$ cat config.mk
export PLATFORM = sky130hd
export DESIGN_NAME = queue_op_frontend
export DESIGN_NICKNAME = d
export VERILOG_FILES = /design/src/rtl/queue_op_pkg.sv /design/src/rtl/queue_op_frontend.sv
export SDC_FILE = /design/constraint.sdc
export NUM_CORES = 1
export LEC_CHECK = 0
export BUFFER_PORTS_ARGS = -buffer_cell sky130_fd_sc_hd__buf_2
export CAP_MARGIN = 5
export CORE_MARGIN = 5
export CORE_UTILIZATION = 44
export DETAILED_ROUTE_END_ITERATION = 8
export PLACE_DENSITY = 0.93
export SLEW_MARGIN = 40
export SYNTH_ARGS = -nofsm -noshare
export SYNTH_HDL_FRONTEND = slang
export SYNTH_SLANG_ARGS = --single-unit
export TNS_END_PERCENT = 100
$ cat constraint.sdc
create_clock -name clk -period 3.29 [get_ports clk]
set_clock_uncertainty 0.15 [all_clocks]
set_input_delay 0.4935 -clock clk [delete_from_list [all_inputs] [get_ports clk]]
set_output_delay 0.4935 -clock clk [all_outputs]
set_load 0.01 [all_outputs]
$ cat src/rtl/queue_op_pkg.sv
// rtl/queue_op_pkg.sv - opcode, status and FSM encodings shared by the queue op front-end
package queue_op_pkg;

  // Request / response opcodes
  localparam logic [2:0] OP_ENQ_BACK  = 3'd0;
  localparam logic [2:0] OP_ENQ_FRONT = 3'd1;
  localparam logic [2:0] OP_DEQ_FRONT = 3'd2;
  localparam logic [2:0] OP_DEQ_BACK  = 3'd3;
  localparam logic [2:0] OP_UPD       = 3'd4;
  localparam logic [2:0] OP_DEL       = 3'd5;

  // Response status codes
  localparam logic [1:0] ST_OK      = 2'd0;
  localparam logic [1:0] ST_REJECT  = 2'd1;
  localparam logic [1:0] ST_TIMEOUT = 2'd2;
  localparam logic [1:0] ST_ILLEGAL = 2'd3;

  typedef enum logic [1:0] {
    S_IDLE  = 2'd0,
    S_ISSUE = 2'd1,
    S_RESP  = 2'd2
  } state_e;

endpackage

$ cat src/rtl/queue_op_frontend.sv
// rtl/queue_op_frontend.sv - one-at-a-time request front-end for the v3a queue controller
//
// Accepts a val/rdy request (op, tag, data), drives exactly one controller
// enable until its completion or a timeout, and returns one val/rdy response.
// Ports:
//   clk, rst                 clock, synchronous active-high reset
//   req_*                    request channel (val/rdy, op, tag, data)
//   resp_*                   response channel (val/rdy, op, status, tag, data)
//   *_en / *_cpl             per-operation controller enable / completion
//   enq_*_data, upd_data_in  captured request payload
//   upd_tag_in, del_tag_in   captured request tag
//   enq_*_tag_out            tags allocated by the controller
//   deq_*_data               payloads returned by the controller
//   count                    mirror of the controller occupancy
module queue_op_frontend
  import queue_op_pkg::*;
#(
  parameter int p_depth     = 32,
  parameter int p_ptrwidth  = $clog2(p_depth),
  parameter int p_chanwidth = 32,
  parameter int p_timeout   = 64
) (
  input  logic                   clk,
  input  logic                   rst,
  input  logic                   req_val,
  output logic                   req_rdy,
  input  logic [2:0]             req_op,
  input  logic [p_ptrwidth-1:0]  req_tag,
  input  logic [p_chanwidth-1:0] req_data,
  output logic                   resp_val,
  input  logic                   resp_rdy,
  output logic [2:0]             resp_op,
  output logic [1:0]             resp_status,
  output logic [p_ptrwidth-1:0]  resp_tag,
  output logic [p_chanwidth-1:0] resp_data,
  output logic                   enq_back_en,
  output logic                   enq_front_en,
  output logic                   deq_front_en,
  output logic                   deq_back_en,
  output logic                   upd_en,
  output logic                   del_en,
  input  logic                   enq_back_cpl,
  input  logic                   enq_front_cpl,
  input  logic                   deq_front_cpl,
  input  logic                   deq_back_cpl,
  input  logic                   upd_cpl,
  input  logic                   del_cpl,
  output logic [p_chanwidth-1:0] enq_back_data,
  output logic [p_chanwidth-1:0] enq_front_data,
  output logic [p_chanwidth-1:0] upd_data_in,
  output logic [p_ptrwidth-1:0]  upd_tag_in,
  output logic [p_ptrwidth-1:0]  del_tag_in,
  input  logic [p_ptrwidth-1:0]  enq_back_tag_out,
  input  logic [p_ptrwidth-1:0]  enq_front_tag_out,
  input  logic [p_chanwidth-1:0] deq_front_data,
  input  logic [p_chanwidth-1:0] deq_back_data,
  output logic [p_ptrwidth:0]    count
);

  localparam int CW = p_ptrwidth + 1;
  localparam int TW = $clog2(p_timeout);
  localparam logic [CW-1:0] DEPTH_C = CW'(p_depth);
  localparam logic [TW-1:0] TLAST   = TW'(p_timeout - 1);

  state_e                 state_q, state_d;
  logic [2:0]             op_q, op_d;
  logic [p_ptrwidth-1:0]  tag_q, tag_d;
  logic [p_chanwidth-1:0] data_q, data_d;
  logic [TW-1:0]          timer_q, timer_d;
  logic [CW-1:0]          count_q, count_d;
  logic [2:0]             resp_op_q, resp_op_d;
  logic [1:0]             resp_status_q, resp_status_d;
  logic [p_ptrwidth-1:0]  resp_tag_q, resp_tag_d;
  logic [p_chanwidth-1:0] resp_data_q, resp_data_d;

  // Bit i of these vectors belongs to opcode i.
  logic [5:0] cpl_vec, sel_vec, en_vec;
  logic       match_cpl;
  logic       req_is_enq;

  assign cpl_vec = {del_cpl, upd_cpl, deq_back_cpl, deq_front_cpl, enq_front_cpl, enq_back_cpl};
  assign sel_vec = 6'(1) << op_q;
  // en falls combinationally in the cpl cycle so the controller never sees a second fire.
  assign en_vec  = (state_q == S_ISSUE) ? (sel_vec & ~cpl_vec) : 6'b0;
  assign match_cpl = |(sel_vec & cpl_vec);
  assign {del_en, upd_en, deq_back_en, deq_front_en, enq_front_en, enq_back_en} = en_vec;

  assign req_is_enq = (req_op == OP_ENQ_BACK) || (req_op == OP_ENQ_FRONT);

  assign req_rdy        = (state_q == S_IDLE) && !rst;
  assign resp_val       = (state_q == S_RESP);
  assign resp_op        = resp_op_q;
  assign resp_status    = resp_status_q;
  assign resp_tag       = resp_tag_q;
  assign resp_data      = resp_data_q;
  assign enq_back_data  = data_q;
  assign enq_front_data = data_q;
  assign upd_data_in    = data_q;
  assign upd_tag_in     = tag_q;
  assign del_tag_in     = tag_q;
  assign count          = count_q;

  always_comb begin
    state_d       = state_q;
    op_d          = op_q;
    tag_d         = tag_q;
    data_d        = data_q;
    timer_d       = timer_q;
    count_d       = count_q;
    resp_op_d     = resp_op_q;
    resp_status_d = resp_status_q;
    resp_tag_d    = resp_tag_q;
    resp_data_d   = resp_data_q;
    case (state_q)
      S_IDLE: begin
        if (req_val) begin
          op_d        = req_op;
          tag_d       = req_tag;
          data_d      = req_data;
          timer_d     = '0;
          resp_op_d   = req_op;
          resp_data_d = '0;
          // UPD/DEL echo their tag whatever the outcome; ENQ tags come from the controller.
          resp_tag_d    = (req_op == OP_UPD || req_op == OP_DEL) ? req_tag : '0;
          resp_status_d = ST_OK;
          if (req_op > OP_DEL) begin
            resp_status_d = ST_ILLEGAL;
            state_d       = S_RESP;
          end else if (req_is_enq ? (count_q == DEPTH_C) : (count_q == '0)) begin
            resp_status_d = ST_REJECT;
            state_d       = S_RESP;
          end else begin
            state_d = S_ISSUE;
          end
        end
      end
      S_ISSUE: begin
        // A completion arriving on the last timer cycle still counts as OK.
        if (match_cpl) begin
          state_d       = S_RESP;
          resp_status_d = ST_OK;
          case (op_q)
            OP_ENQ_BACK: begin
              resp_tag_d = enq_back_tag_out;
              if (count_q != DEPTH_C) count_d = count_q + 1'b1;
            end
            OP_ENQ_FRONT: begin
              resp_tag_d = enq_front_tag_out;
              if (count_q != DEPTH_C) count_d = count_q + 1'b1;
            end
            OP_DEQ_FRONT: begin
              resp_data_d = deq_front_data;
              if (count_q != '0) count_d = count_q - 1'b1;
            end
            OP_DEQ_BACK: begin
              resp_data_d = deq_back_data;
              if (count_q != '0) count_d = count_q - 1'b1;
            end
            OP_DEL: begin
              if (count_q != '0) count_d = count_q - 1'b1;
            end
            default: ;
          endcase
        end else if (timer_q == TLAST) begin
          state_d       = S_RESP;
          resp_status_d = ST_TIMEOUT;
        end else begin
          timer_d = timer_q + 1'b1;
        end
      end
      S_RESP: begin
        if (resp_rdy) state_d = S_IDLE;
      end
      default: state_d = S_IDLE;
    endcase
  end

  always_ff @(posedge clk) begin
    if (rst) begin
      state_q       <= S_IDLE;
      op_q          <= '0;
      tag_q         <= '0;
      data_q        <= '0;
      timer_q       <= '0;
      count_q       <= '0;
      resp_op_q     <= '0;
      resp_status_q <= '0;
      resp_tag_q    <= '0;
      resp_data_q   <= '0;
    end else begin
      state_q       <= state_d;
      op_q          <= op_d;
      tag_q         <= tag_d;
      data_q        <= data_d;
      timer_q       <= timer_d;
      count_q       <= count_d;
      resp_op_q     <= resp_op_d;
      resp_status_q <= resp_status_d;
      resp_tag_q    <= resp_tag_d;
      resp_data_q   <= resp_data_d;
    end
  end

endmodule

==> results by group <==
Drt
  – Drt wl/cell: around 15 um
  – Routed WL: about 15000 um
  – Post-DR vias/cell: ~5.2
  – Initial DRC Count: just under 400
  – DRT Pass-1 Iters: 5
  – Routed Antenna Nets: 0
  – Vias after detailed routing: 5142
  – DR DRC count: 0

Logic synthesis
  – FF+latch count, synth: slightly above 90
  – Post-Syn Instances: ~650
  – Number of synthesized flops with an enable pin: 0
  – Netlist Area Pre-Place: around 4900 um2
  – Top cell type's share of synthesized area: roughly two fifths
  – Synth unique cells: 56
  – Post-synth top area cell: dfxtp_1
  – Average cell area after synthesis: roughly 7.6 um2
  – Synthesis Warnings: 0
  – Top post-synthesis cells by area: dfxtp_1 38%, nand2_1 12%, buf_4 11%
  – Seq/Total Area, Yosys: 38.16%
  – Primary FF master, synth: dfxtp_1
  – Post-Syn Nets: between 700 and 800
  – Async SR Flop Fraction: 0%

Global routing
  – Largest net degree at the start of global routing: 62
  – First-pass GRT wire length: around 23000 um
  – Antenna violations before repair: 0
  – All-Layer GR Usage: a little over a fifth
  – Number of global-route vias before repair: roughly 4.6k
  – GRT overflow: 0

Final layout
  – Register area: 1862 um2
  – Most common cell after layout, fill and taps aside: buf_2
  – # fillers: around 1.0k
  – Layout cell share with drive strength beyond 1: between 30% and 40%
  – Most frequent cells in the layout: 285 x buf_2, 152 x nand2_1, 93 x dfxtp_1, 89 x a21oi_1, 49 x nor2_1
  – # diodes: 0
  – Multi-input logic area: between 2000 and 2500 um2
  – Area Growth Syn to Fin: 25.42%
  – Final net count: 972

Timing
  – RSZ-0062 raised after global routing: no
  – Worst Tran Pin Value: 733.0 ps
  – Final hold slack: between 200 and 250 ps
  – Final setup viols: 0
  – Setup tns final: 0 ps
  – Fmax: 316.6 MHz
  – Fin. max-slew vios: 0
  – Final Hold Viols: 0
  – Min Clock Period, post-route: roughly 3200 ps
  – Final Cycle Share: 96.01%
  – Worst slew margin: about half

Clocking
  – Clk root buf: clkbuf_8
  – Post-CTS Resized: 0
  – Hold_buf cts: 0
  – Clock Sinks: 93
  – Worst skew pair latency: roughly 370 ps
  – H-tree levels: 3
  – Clock-pin slew on the worst setup and hold paths: ~100 ps
  – Post-CTS setup buffer count: 0
  – CTS tree: yes
  – CTS Buf Count: 9
  – Largest buffer count on any clock path: 2

Critical path
  – Worst EP arrival: roughly 3300 ps
  – Max Fanout on Critical Path: 7
  – Setup crit end kind: register
  – Critical path cell sequence: nor2b_1 -> a21oi_1 -> inv_1 -> ha_1 -> and2_1 -> a311o_1 -> a211o_1 -> a211oi_2 -> mux2_4
  – Slowest-stage cell, CP: dfxtp_1
  – Crit path largest cell delay: 470 ps
  – CP startpoint kind: register
  – Worst endpoint required time: between 3000 and 4000 ps
  – Critical setup path kind: register to register

Power
  – Pwr dens: roughly 430 nW/um2
  – Pleak: 0.003104 uW
  – Max IR drop VDD: about 220 uV

Die
  – DIE WIDTH: ~120 um
  – Core area: roughly 11000 um2
  – Initial core utilization: a little under half
  – Die height: between 100 and 150 um
  – Die area: 13290 um2
  – I/O Pins: between 200 and 300
  – Row count: 38

Place
  – # port buffers: 285
  – HPWL Detailed: around 12000 um
  – Routability cong.: roughly 1

Run
  – Max Cap Viol: 0

Outcome
  – Status: completed

Hold path
  – HP Class: input pin to register
-- area by class of cell --
class | count | area share [%]
clock buffers | 11 | 2.311
flip-flops and latches | 93 | 30.43
inverters | 7 | 0.4294
well taps | 140 | 2.863
repair buffers | 298 | 25.11
clock inverters | 4 | 1.186
multi-input cells | 433 | 37.67
-- registers in the layout (all words and copies together) (netlist names) --
signal	count
enq_back_data	32
resp_data	32
count	6
timer_q	6
del_tag_in	5
resp_tag	5
resp_op	3
resp_status	2
state_q	2
-- path summary, 6_finish.rpt --
check | slack [ps] | to | cells past startpoint | from
min reg2reg | 320 | del_tag_in[1] | 2 | del_tag_in[1]
min | 200 | enq_back_data[22] | 3 | req_data[22]
max reg2reg | 130 | count[5] | 9 | resp_op[1]
max | 130 | count[5] | 9 | resp_op[1]
-- cells by family after synthesis --
group                    after synthesis  share of synthesized area [%]
buffers and inverters                119                          14.72
AND/OR/NAND/NOR                      255                          22.54
adder cells (fa/ha/maj)                6                          1.693
XOR/XNOR                               3                         0.5387
multiplexers                          10                          2.565
AO/OA/AOI/OAI                        159                          19.77
flip-flops                            93                          38.16
-- metrics by stage --
step                total power [uW]  std cells  cell area, um2  setup WS, ps  util, %
detailed placement              1792        971            5904         182.8    54.47
global placement                1776        971            5904         326.6    54.47
finish                          2601        986            6118         131.4    56.44
global route                    2729        986            6118         28.23    56.44
floorplan                       1617        645            4878         322.1        -
CTS                             2629        986            6118         153.2    56.44
-- metal layers --
| layer | routed length, um | track usage [%] | share of wire (%) |
|---|---|---|---|
| met4 | 319 | 7.825 | 2.1 |
| met5 | 0 | 0 | 0 |
| met2 | 7695 | 36.81 | 51 |
| met3 | 1043 | 4.526 | 6.9 |
| met1 | 5990 | 26.10 | 40 |
-- synth_stat cells, types with 2 or more instances --
| library cell | count |
|---|---|
| nand3_1 | 4 |
| and3_1 | 3 |
| clkbuf_1 | 32 |
| nor3b_1 | 3 |
| inv_1 | 7 |
| nor2b_1 | 10 |
| a21oi_1 | 89 |
| a221oi_1 | 6 |
| nand2_1 | 152 |
| o21a_1 | 2 |
| ha_1 | 5 |
| nor2_1 | 49 |
| buf_4 | 69 |
| and2_1 | 3 |
| xnor2_1 | 2 |
| nor3_1 | 16 |
| a311oi_1 | 2 |
| mux2i_1 | 2 |
| buf_2 | 10 |
| a21o_1 | 3 |
| nand3b_1 | 4 |
| dfxtp_1 | 93 |
| a31oi_1 | 32 |
| o21ai_0 | 9 |
| mux2_2 | 6 |
| a311o_1 | 2 |
-- report_power, final --
part | switching [uW] | leakage, uW | total [uW] | internal, uW
Sequential | 46.3 | 0.000757 | 1220 | 1180
Combinational | 317 | 0.00224 | 542 | 226
Clock | 391 | 0.000105 | 835 | 444
-- worst max-delay path, delay by kind of cell (launching register included) --
family | cells | cell delay, ps
buf+inv | 1 | 170
flops | 1 | 470
compound gates | 4 | 1220
fa+ha+maj | 1 | 380
mux | 1 | 310
simple gates | 2 | 350
(Power assumes the default switching activity.)
